===== config.mk =====
export PLATFORM = sky130hd
export DESIGN_NAME = pixel_sink_flat
export DESIGN_NICKNAME = d
export VERILOG_FILES = /design/src/rtl/pixel_sink_if.sv /design/src/rtl/pixel_sink.sv /design/src/flat_wrapper.sv
export SDC_FILE = /design/constraint.sdc
export NUM_CORES = 1
export LEC_CHECK = 0
export BUFFER_PORTS_ARGS = -buffer_cell sky130_fd_sc_hd__clkbuf_2
export CAP_MARGIN = 40
export CORE_ASPECT_RATIO = 0.8
export CORE_UTILIZATION = 50
export DETAILED_ROUTE_END_ITERATION = 8
export PLACE_DENSITY = 0.73
export SETUP_SLACK_MARGIN = 0.1
export SYNTH_ARGS = -nofsm -noshare
export SYNTH_HDL_FRONTEND = slang
export SYNTH_SLANG_ARGS = --single-unit
export TNS_END_PERCENT = 5

===== constraint.sdc =====
create_clock -name clk_i -period 3.9 [get_ports clk_i]
set_input_delay 0.78 -clock clk_i [delete_from_list [all_inputs] [get_ports clk_i]]
set_output_delay 0.78 -clock clk_i [all_outputs]
set_load 0.01 [all_outputs]

===== src/rtl/pixel_sink_if.sv =====
// pixel_sink_if
// Groups the plotter pixel-write handshake, the clear-screen control and the
// framebuffer write port of pixel_sink into one bundle.
//   master : plotter / framebuffer side (drives pixel writes and clearReq,
//            observes ready, framebuffer strobes and status)
//   slave  : pixel_sink itself
// Signals:
//   colour[2:0], xPixel[7:0], yPixel[6:0], writeEn  pixel write request
//   ready                                           sink can accept a write
//   clearReq                                        single-cycle clear request
//   fb_addr[14:0], fb_data[2:0], fb_we              framebuffer write port
//   clearDone                                       end-of-sweep pulse
//   dropCount[7:0]                                  out-of-range write count
interface pixel_sink_if;
    logic [2:0]  colour;
    logic [7:0]  xPixel;
    logic [6:0]  yPixel;
    logic        writeEn;
    logic        ready;
    logic        clearReq;
    logic [14:0] fb_addr;
    logic [2:0]  fb_data;
    logic        fb_we;
    logic        clearDone;
    logic [7:0]  dropCount;

    modport master (
        output colour, xPixel, yPixel, writeEn, clearReq,
        input  ready, fb_addr, fb_data, fb_we, clearDone, dropCount
    );

    modport slave (
        input  colour, xPixel, yPixel, writeEn, clearReq,
        output ready, fb_addr, fb_data, fb_we, clearDone, dropCount
    );
endinterface


===== src/rtl/pixel_sink.sv =====
// pixel_sink
// Receiving end of the plotter pixel-write interface. Accepted in-range writes
// are buffered in a DEPTH-entry FIFO and drained one per cycle as linear
// framebuffer writes (addr = y*WIDTH + x). Out-of-range writes are consumed
// and counted in a saturating 8-bit counter.
//
// Optional clear-screen sweep, compiled in when PIXEL_SINK_CLEAR_EN is
// defined: a clearReq pulse drains the FIFO, then writes CLEAR_COLOUR to every
// framebuffer address and pulses clearDone. Without the macro clearReq is
// ignored and clearDone is tied low.
//
// Ports:
//   clk_i    system clock, rising edge
//   reset_i  asynchronous active-high reset
//   bus      pixel_sink_if.slave (pixel writes, clear control, fb write port)
//
// state       | meaning
// ------------+-----------------------------------------------------------
// ST_IDLE     | normal operation; accept writes, pop one entry per cycle
// ST_DRAIN_WAIT| clear requested; input blocked, FIFO being emptied
// ST_CLEAR    | sweeping CLEAR_COLOUR over addresses 0..WIDTH*HEIGHT-1
module pixel_sink #(
    parameter int         WIDTH        = 160,
    parameter int         HEIGHT       = 120,
    parameter int         DEPTH        = 4,
    parameter logic [2:0] CLEAR_COLOUR = 3'b000
) (
    input  logic         clk_i,
    input  logic         reset_i,
    pixel_sink_if.slave  bus
);

    localparam int          PTR_W     = $clog2(DEPTH);
    localparam logic [7:0]  X_LIM     = 8'(WIDTH);
    localparam logic [6:0]  Y_LIM     = 7'(HEIGHT);
    localparam logic [14:0] ROW_WORDS = 15'(WIDTH);

    typedef struct packed {
        logic [2:0] colour;
        logic [7:0] x;
        logic [6:0] y;
    } entry_t;

    entry_t         mem_q [DEPTH];
    logic [PTR_W:0] wr_ptr_q, rd_ptr_q;
    entry_t         head;
    logic           empty, full, in_range, accept, push, pop, ready;
    logic [14:0]    pix_addr;

    logic [14:0]    fb_addr_q, fb_addr_d;
    logic [2:0]     fb_data_q, fb_data_d;
    logic           fb_we_q, fb_we_d;
    logic           clear_done_q, clear_done_d;
    logic [7:0]     drop_cnt_q, drop_cnt_d;

`ifdef PIXEL_SINK_CLEAR_EN
    localparam logic [14:0] LAST_ADDR = 15'(WIDTH * HEIGHT - 1);

    typedef enum logic [1:0] {
        ST_IDLE,
        ST_DRAIN_WAIT,
        ST_CLEAR
    } state_t;

    state_t      state_q, state_d;
    logic        clear_pending_q, clear_pending_d;
    logic [14:0] clr_addr_q, clr_addr_d;
`else
    logic        unused_clear_req;
    assign unused_clear_req = bus.clearReq;
`endif

    // Extra pointer bit distinguishes full from empty when the indices match.
    assign empty = (wr_ptr_q == rd_ptr_q);
    assign full  = (wr_ptr_q[PTR_W] != rd_ptr_q[PTR_W]) &&
                   (wr_ptr_q[PTR_W-1:0] == rd_ptr_q[PTR_W-1:0]);
    assign head  = mem_q[rd_ptr_q[PTR_W-1:0]];

    assign in_range = (bus.xPixel < X_LIM) && (bus.yPixel < Y_LIM);
    assign accept   = bus.writeEn && ready;
    assign push     = accept && in_range;

    // Constant multiply; for WIDTH=160 this reduces to (y<<7)+(y<<5)+x.
    assign pix_addr = 15'(head.y) * ROW_WORDS + 15'(head.x);

    assign drop_cnt_d = (accept && !in_range && (drop_cnt_q != 8'hFF))
                        ? drop_cnt_q + 8'd1 : drop_cnt_q;

    always_comb begin
        pop          = 1'b0;
        fb_we_d      = 1'b0;
        fb_addr_d    = fb_addr_q;
        fb_data_d    = fb_data_q;
        clear_done_d = 1'b0;
`ifdef PIXEL_SINK_CLEAR_EN
        state_d         = state_q;
        clear_pending_d = clear_pending_q;
        clr_addr_d      = clr_addr_q;
        // ready is gated by reset so it reads low while reset is held.
        ready = !reset_i && !full && (state_q == ST_IDLE) && !clear_pending_q;
        case (state_q)
            ST_IDLE: begin
                pop = !empty;
                // clear_pending survives one IDLE cycle after the sweep so
                // clearDone lands in the cycle after the last clear write.
                if (clear_pending_q) begin
                    clear_pending_d = 1'b0;
                    clear_done_d    = 1'b1;
                end else if (bus.clearReq) begin
                    state_d         = ST_DRAIN_WAIT;
                    clear_pending_d = 1'b1;
                end
            end
            ST_DRAIN_WAIT: begin
                pop = !empty;
                if (empty) begin
                    state_d    = ST_CLEAR;
                    clr_addr_d = '0;
                end
            end
            ST_CLEAR: begin
                fb_we_d   = 1'b1;
                fb_addr_d = clr_addr_q;
                fb_data_d = CLEAR_COLOUR;
                if (clr_addr_q == LAST_ADDR) begin
                    state_d = ST_IDLE;
                end else begin
                    clr_addr_d = clr_addr_q + 15'd1;
                end
            end
            default: state_d = ST_IDLE;
        endcase
`else
        ready = !reset_i && !full;
        pop   = !empty;
`endif
        if (pop) begin
            fb_we_d   = 1'b1;
            fb_addr_d = pix_addr;
            fb_data_d = head.colour;
        end
    end

    always_ff @(posedge clk_i or posedge reset_i) begin
        if (reset_i) begin
            for (int i = 0; i < DEPTH; i++) begin
                mem_q[i] <= '0;
            end
            wr_ptr_q     <= '0;
            rd_ptr_q     <= '0;
            fb_addr_q    <= '0;
            fb_data_q    <= '0;
            fb_we_q      <= 1'b0;
            clear_done_q <= 1'b0;
            drop_cnt_q   <= '0;
        end else begin
            if (push) begin
                mem_q[wr_ptr_q[PTR_W-1:0]] <= '{colour: bus.colour,
                                                x:      bus.xPixel,
                                                y:      bus.yPixel};
                wr_ptr_q <= wr_ptr_q + 1'b1;
            end
            if (pop) begin
                rd_ptr_q <= rd_ptr_q + 1'b1;
            end
            fb_addr_q    <= fb_addr_d;
            fb_data_q    <= fb_data_d;
            fb_we_q      <= fb_we_d;
            clear_done_q <= clear_done_d;
            drop_cnt_q   <= drop_cnt_d;
        end
    end

`ifdef PIXEL_SINK_CLEAR_EN
    always_ff @(posedge clk_i or posedge reset_i) begin
        if (reset_i) begin
            state_q         <= ST_IDLE;
            clear_pending_q <= 1'b0;
            clr_addr_q      <= '0;
        end else begin
            state_q         <= state_d;
            clear_pending_q <= clear_pending_d;
            clr_addr_q      <= clr_addr_d;
        end
    end
`endif

    assign bus.ready     = ready;
    assign bus.fb_addr   = fb_addr_q;
    assign bus.fb_data   = fb_data_q;
    assign bus.fb_we     = fb_we_q;
    assign bus.clearDone = clear_done_q;
    assign bus.dropCount = drop_cnt_q;

endmodule


===== src/flat_wrapper.sv =====
// flat-port wrapper written by rule: the top's interface ports become plain ports
module pixel_sink_flat 
#(
    parameter int         WIDTH        = 160,
    parameter int         HEIGHT       = 120,
    parameter int         DEPTH        = 4,
    parameter logic [2:0] CLEAR_COLOUR = 3'b000
)
  (clk_i, reset_i, bus_colour, bus_xPixel, bus_yPixel, bus_writeEn, bus_clearReq, bus_ready, bus_fb_addr, bus_fb_data, bus_fb_we, bus_clearDone, bus_dropCount);
  pixel_sink_if bus_i ();
  input  logic clk_i;
  input  logic reset_i;
  input wire logic [$bits(bus_i.colour)-1:0] bus_colour;
  input wire logic [$bits(bus_i.xPixel)-1:0] bus_xPixel;
  input wire logic [$bits(bus_i.yPixel)-1:0] bus_yPixel;
  input wire logic [$bits(bus_i.writeEn)-1:0] bus_writeEn;
  input wire logic [$bits(bus_i.clearReq)-1:0] bus_clearReq;
  output wire logic [$bits(bus_i.ready)-1:0] bus_ready;
  output wire logic [$bits(bus_i.fb_addr)-1:0] bus_fb_addr;
  output wire logic [$bits(bus_i.fb_data)-1:0] bus_fb_data;
  output wire logic [$bits(bus_i.fb_we)-1:0] bus_fb_we;
  output wire logic [$bits(bus_i.clearDone)-1:0] bus_clearDone;
  output wire logic [$bits(bus_i.dropCount)-1:0] bus_dropCount;
  assign bus_i.colour = bus_colour;
  assign bus_i.xPixel = bus_xPixel;
  assign bus_i.yPixel = bus_yPixel;
  assign bus_i.writeEn = bus_writeEn;
  assign bus_i.clearReq = bus_clearReq;
  assign bus_ready = bus_i.ready;
  assign bus_fb_addr = bus_i.fb_addr;
  assign bus_fb_data = bus_i.fb_data;
  assign bus_fb_we = bus_i.fb_we;
  assign bus_clearDone = bus_i.clearDone;
  assign bus_dropCount = bus_i.dropCount;
  pixel_sink #(.WIDTH(WIDTH), .HEIGHT(HEIGHT), .DEPTH(DEPTH), .CLEAR_COLOUR(CLEAR_COLOUR)) u_core (.clk_i(clk_i), .reset_i(reset_i), .bus(bus_i));
endmodule

* Word level (Yosys, flattened, before mapping)
Index checks and enable logic that the tools add are counted.
Storage, ports and cells: register bits after elaboration 105, latch bits 0, bits in writable memories 0, bits in read-only memories 0, input port bits 22, output and inout port bits 29, logic and storage cells 52, memories 0
Operators by class: add/sub/neg operators 4, $mul 1, div/mod/pow operators 0, magnitude comparators 5, equal/unequal tests 4, shift operators 0, multiplexer cells 7, bitwise operators 2, reduce and logical (&&, ||, !) cells 11
Operators with widths (count):
- $bwmux W72 | 1
- $mux W18 | 3
- $bmux W18 S2 | 1
- $demux W18 S2 | 1
- $add A15 B8 Y15 | 1
- $mul A7 B3 Y10 const B | 1
- $add A8 B1 Y8 const B | 1
- $logic_and A1 B1 Y1 | 8
- $lt A8 B8 Y1 const B | 1
- $ne A8 B8 Y1 const B | 1
- $lt A7 B7 Y1 const B | 1
- $add A3 B1 Y3 const B | 2
- $ge A3 B3 Y1 const B | 2
- $not A2 Y3 | 2
- $eq A3 B3 Y1 | 1
- $logic_not A1 Y1 | 3
- $lt A3 B1 Y1 const B | 1
- $eq A2 B2 Y1 | 1
- $mux W1 | 1
- $ne A1 B1 Y1 | 1

* Depth between registers and ports, before layout
depth in word-level cells 7, mapped depth 12, depth with buffers taken out 10

* Worst setup path before layout
No wires, ideal clock.
kind register to register, from reg u_core.rd_ptr_q[1], to reg u_core.fb_addr_q[14], in the netlist u_core.bus.fb_addr[14], library setup time 0.082 ns, arrival 3.280 ns, data required time 3.818 ns, path slack 0.539 ns, cell stages (with the launch flop) 13, path buffers 2, cell sequence dfrtp_1 > clkbuf_1 > clkbuf_1 > mux4_2 > ha_1 > ha_1 > inv_1 > fa_1 > nand2b_1 > nor2_1 > nor4bb_1 > nand4bb_1 > a31oi_1
Between the ends: longest elaborated chain between the ends 6, elaborated cells between the ends (all ways) 7, those cells by class add/sub (1); mul (1); eq/ne (1); mux (3); bitwise (1)
RTL lines:
- start, declared | line pixel_sink.sv:45 | logic [PTR_W:0] wr_ptr_q, rd_ptr_q;
- start signal, assigned | line pixel_sink.sv:164 | rd_ptr_q <= rd_ptr_q + 1'b1;
- $not A2 Y3 (implied by the code) | line pixel_sink.sv:77 | assign head = mem_q[rd_ptr_q[PTR_W-1:0]];
- $bmux W18 S2 | line pixel_sink.sv:77
- $mux W18 (implied by the code) (2 in series) | line pixel_sink.sv:77
- $mul A7 B3 Y10 | line pixel_sink.sv:84 | assign pix_addr = 15'(head.y) * ROW_WORDS + 15'(head.x);
- $add A15 B8 Y15 | line pixel_sink.sv:84
- end signal, assigned | line pixel_sink.sv:166 | fb_addr_q <= fb_addr_d;
- end, declared | line pixel_sink.sv:50 | logic [14:0] fb_addr_q, fb_addr_d;
Several ways; a longest one is shown, not always the timed one. The select of a mux whose other input is x is not followed. A chain may end at the register's enable or synchronous reset.

* Worst setup path after layout
from reg u_core.rd_ptr_q[0], to reg u_core.fb_addr_q[14], in the netlist u_core.bus.fb_addr[14]
Same word-level chain as after synthesis.

==> flow_summary.json <==
{
  "status": "finished clean",
  "cts_num_sinks": 105,
  "post_cts_buffers": 0,
  "placementRows": 32,
  "final-setup-viol-count": 0,
  "ys_seq_elements": 105,
  "endpoint_kind": "flop",
  "pwr-share-comb": 0.528,
  "syn-cell-area_mm2": 0.005106,
  "antenna_found_initial": 0,
  "syn_area_per_cell_um2": 14.76,
  "tns_ns": 0,
  "yosys_warnings": 0,
  "grt_pass1_wl_mm": 15.77,
  "clk_latency_ns": 0.34,
  "holdWs_ns": 0.3372,
  "regArea_mm2": 0.002628,
  "total_power_mw": 5.899,
  "grt_max_degree": 66,
  "worstPathArrival_ns": 3.59,
  "crit_path_max_fanout": 6,
  "grt_overflow": 0,
  "cts_root_buf": "clkbuf_16",
  "fmaxAchievable_mhz": 300.6,
  "maxCapViolations": 0,
  "die_x_um": 115.0,
  "antenna_cells": 0,
  "synth_cells": 346,
  "drcViolationCount": 0,
  "grt_pass1_vias": 3174,
  "post_cts_resized": 0,
  "p_switching_mw": 2.142,
  "tritoncts": "built",
  "final_cell_mix": "105 x dfrtp_1, 71 x mux2_2, 48 x clkbuf_2",
  "post_drt_wl_per_cell_um": 16.92,
  "ios": 51,
  "dieHeight_um": 92.39,
  "power_density_mw_per_mm2": 1024,
  "core_area_mm2": 0.009769,
  "cp-start-kind": "flop",
  "worst_clock_skew_ns": 0.008906,
  "vdd_ir_drop_max_v": 0.0006195,
  "multi_input_area_mm2": 0.002318,
  "slew_viol_final": 0,
  "hp-class": "in2async",
  "gp_congestion": 0.7544,
  "power_frac_clock": 0.142,
  "cts.clk_slew.worst_paths_ns": 0.07,
  "nFillCells": 801,
  "grt_setup_unrepaired": "no",
  "tightest_slew_ns": 0.7766,
  "period_share": 0.8531,
  "firstDrtPassIters": 4,
  "synth_cell_types": 42,
  "drive_gt1_frac": 0.4370,
  "die_area_mm2": 0.01062,
  "via_per_inst": 5.379,
  "ys_seq_area_frac": 0.5146,
  "cp_data_required_time_ns": 4.16,
  "swShare": 0.3632,
  "final_common_cell": "dfrtp_1",
  "cts_buffers": 9,
  "seqPwrFrac": 0.330,
  "stdcell_count": 541,
  "cts_buffer_depth": 2,
  "htree_levels": 3,
  "vias": 2910,
  "ant_nets": 0,
  "syn_to_final_growth_pct": 12.79,
  "p_int_mw": 3.756,
  "initialDrtViolationCount": 92,
  "synth_nets": 389,
  "grt_usage": 0.1976,
  "dp_hpwl_mm": 6.197,
  "dpl.cell_count": 525,
  "p_leak_nw": 2.659,
  "wl_mm": 9.155,
  "hold_violations": 0,
  "final_nets": 443,
  "hold_buffers": 0,
  "fin_crit_ns": 3.327,
  "crit_type": "reg2reg",
  "initial_core_util": 0.5227,
  "portBuffers": 48,
  "slew_headroom": 0.4823
}
## layout make-up
| type | count | share of cell area |
|---|---|---|
| clock buffers | 13 | 0.04345 |
| clock inverters | 3 | 0.004345 |
| inverters | 10 | 0.006952 |
| multi-input cells | 217 | 0.4026 |
| flip-flops and latches | 105 | 0.4562 |
| well taps | 136 | 0.02955 |
| repair buffers | 57 | 0.05692 |
## path summary, 6_finish.rpt
kind | start | endpoint | slack (ns) | cells past startpoint
max reg2reg | u_core.rd_ptr_q[0] | u_core.bus.fb_addr[14] | 0.57 | 11
max | u_core.rd_ptr_q[0] | u_core.bus.fb_addr[14] | 0.57 | 11
min in group clk_i | u_core.wr_ptr_q[2] | u_core.wr_ptr_q[2] | 0.49 | 1
min | reset_i | u_core.bus.dropCount[5] | 0.34 | 2
min reg2reg | u_core.wr_ptr_q[2] | u_core.wr_ptr_q[2] | 0.49 | 1
max in group asynchronous | reset_i | u_core.mem_q[28] | 2.73 | 4
## layer usage
layer | track usage | share of wire | up-vias
met2 | 0.3233 | 0.48 | 40
li1 | - | - | 1359
met4 | 0.04545 | 0.011 | 0
met1 | 0.2615 | 0.47 | 1499
met3 | 0.05563 | 0.033 | 12
met5 | 0 | 0 | -
## synth_stat cells, drive strengths merged
cell type  instances  area share
xnor2             14       0.024
ha                19       0.047
nand2              9       0.019
inv               10      0.0074
a211oi             1      0.0015
buf               10       0.021
and2               1      0.0012
nor4bb             1      0.0020
nand4              4      0.0049
nand2b             2      0.0024
clkbuf             4      0.0029
mux2              83        0.19
nor2b              2      0.0024
and3               3      0.0037
nand3              3      0.0029
and2b              1      0.0015
mux4              18       0.079
nand3b             1      0.0015
nand4bb            1      0.0022
fa                 2      0.0078
o21bai             1      0.0015
xor2               8       0.014
conb               1     0.00073
a21oi             10      0.0098
o21ai              5      0.0049
dfrtp            105        0.51
and4               1      0.0017
o21a               1      0.0015
nor2              16       0.012
a31oi              3      0.0037
a311oi             1      0.0017
a21o               2      0.0029
or2                1      0.0012
a311o              1      0.0020
o2111ai            1      0.0017
## flip-flops by register name, indices dropped and copies added (netlist names)
signal and flops:
u_core.bus.fb_addr 15, u_core.bus.fb_we 1, u_core.bus.fb_data 3, u_core.mem_q 72, u_core.wr_ptr_q 3, u_core.bus.dropCount 8, u_core.rd_ptr_q 3
## worst max-delay path, cell delays in order, from the launching register on
cell and delay, ns:
dfrtp_1 0.52, buf_4 0.25, mux4_2 0.54, ha_1 0.20, ha_1 0.20, inv_1 0.07, fa_1 0.43, nand2b_1 0.18
nor2_1 0.12, nor4bb_1 0.40, nand4bb_1 0.15, a31oi_1 0.17
## through the flow
step | cell area, µm² | setup slack, ns | util
6_report | 5759 | 0.5730 | 0.5895
5_1_grt | 5759 | 0.2563 | 0.5895
4_1_cts | 5759 | 0.5330 | 0.5895
3_5_place_dp | 5484 | 0.5643 | 0.5613
3_3_place_gp | 5456 | 0.5894 | 0.5585
2_1_floorplan | 5106 | 0.3595 | -
## power groups by stage
| stage | clock, mW | combinational (mW) | sequential, mW |
|---|---|---|---|
| final | 0.839 | 3.11 | 1.95 |
| after global routing | 0.899 | 3.51 | 2.02 |
| after CTS | 0.865 | 3.15 | 1.95 |
| after detailed placement | 0 | 3.09 | 1.97 |
| after global placement | 0 | 3.00 | 1.93 |
| after floorplan | 0 | 2.48 | 1.92 |
## kinds of logic (layout without fill, tap and decap cells)
family / count (synthesis) / count (layout) / synth area share
DFF: 105 / 105 / 0.5146
adders and majority gates: 21 / 21 / 0.05440
AOI/OAI and AO/OA: 26 / 26 / 0.03112
xor gates and xnor gates: 22 / 22 / 0.03774
muxes: 101 / 101 / 0.2713
buffers and inverters: 24 / 83 / 0.03136
and+or+nand+nor: 46 / 46 / 0.05881
other: 1 / 1 / 0.0007344
(Power assumes the default switching activity.)
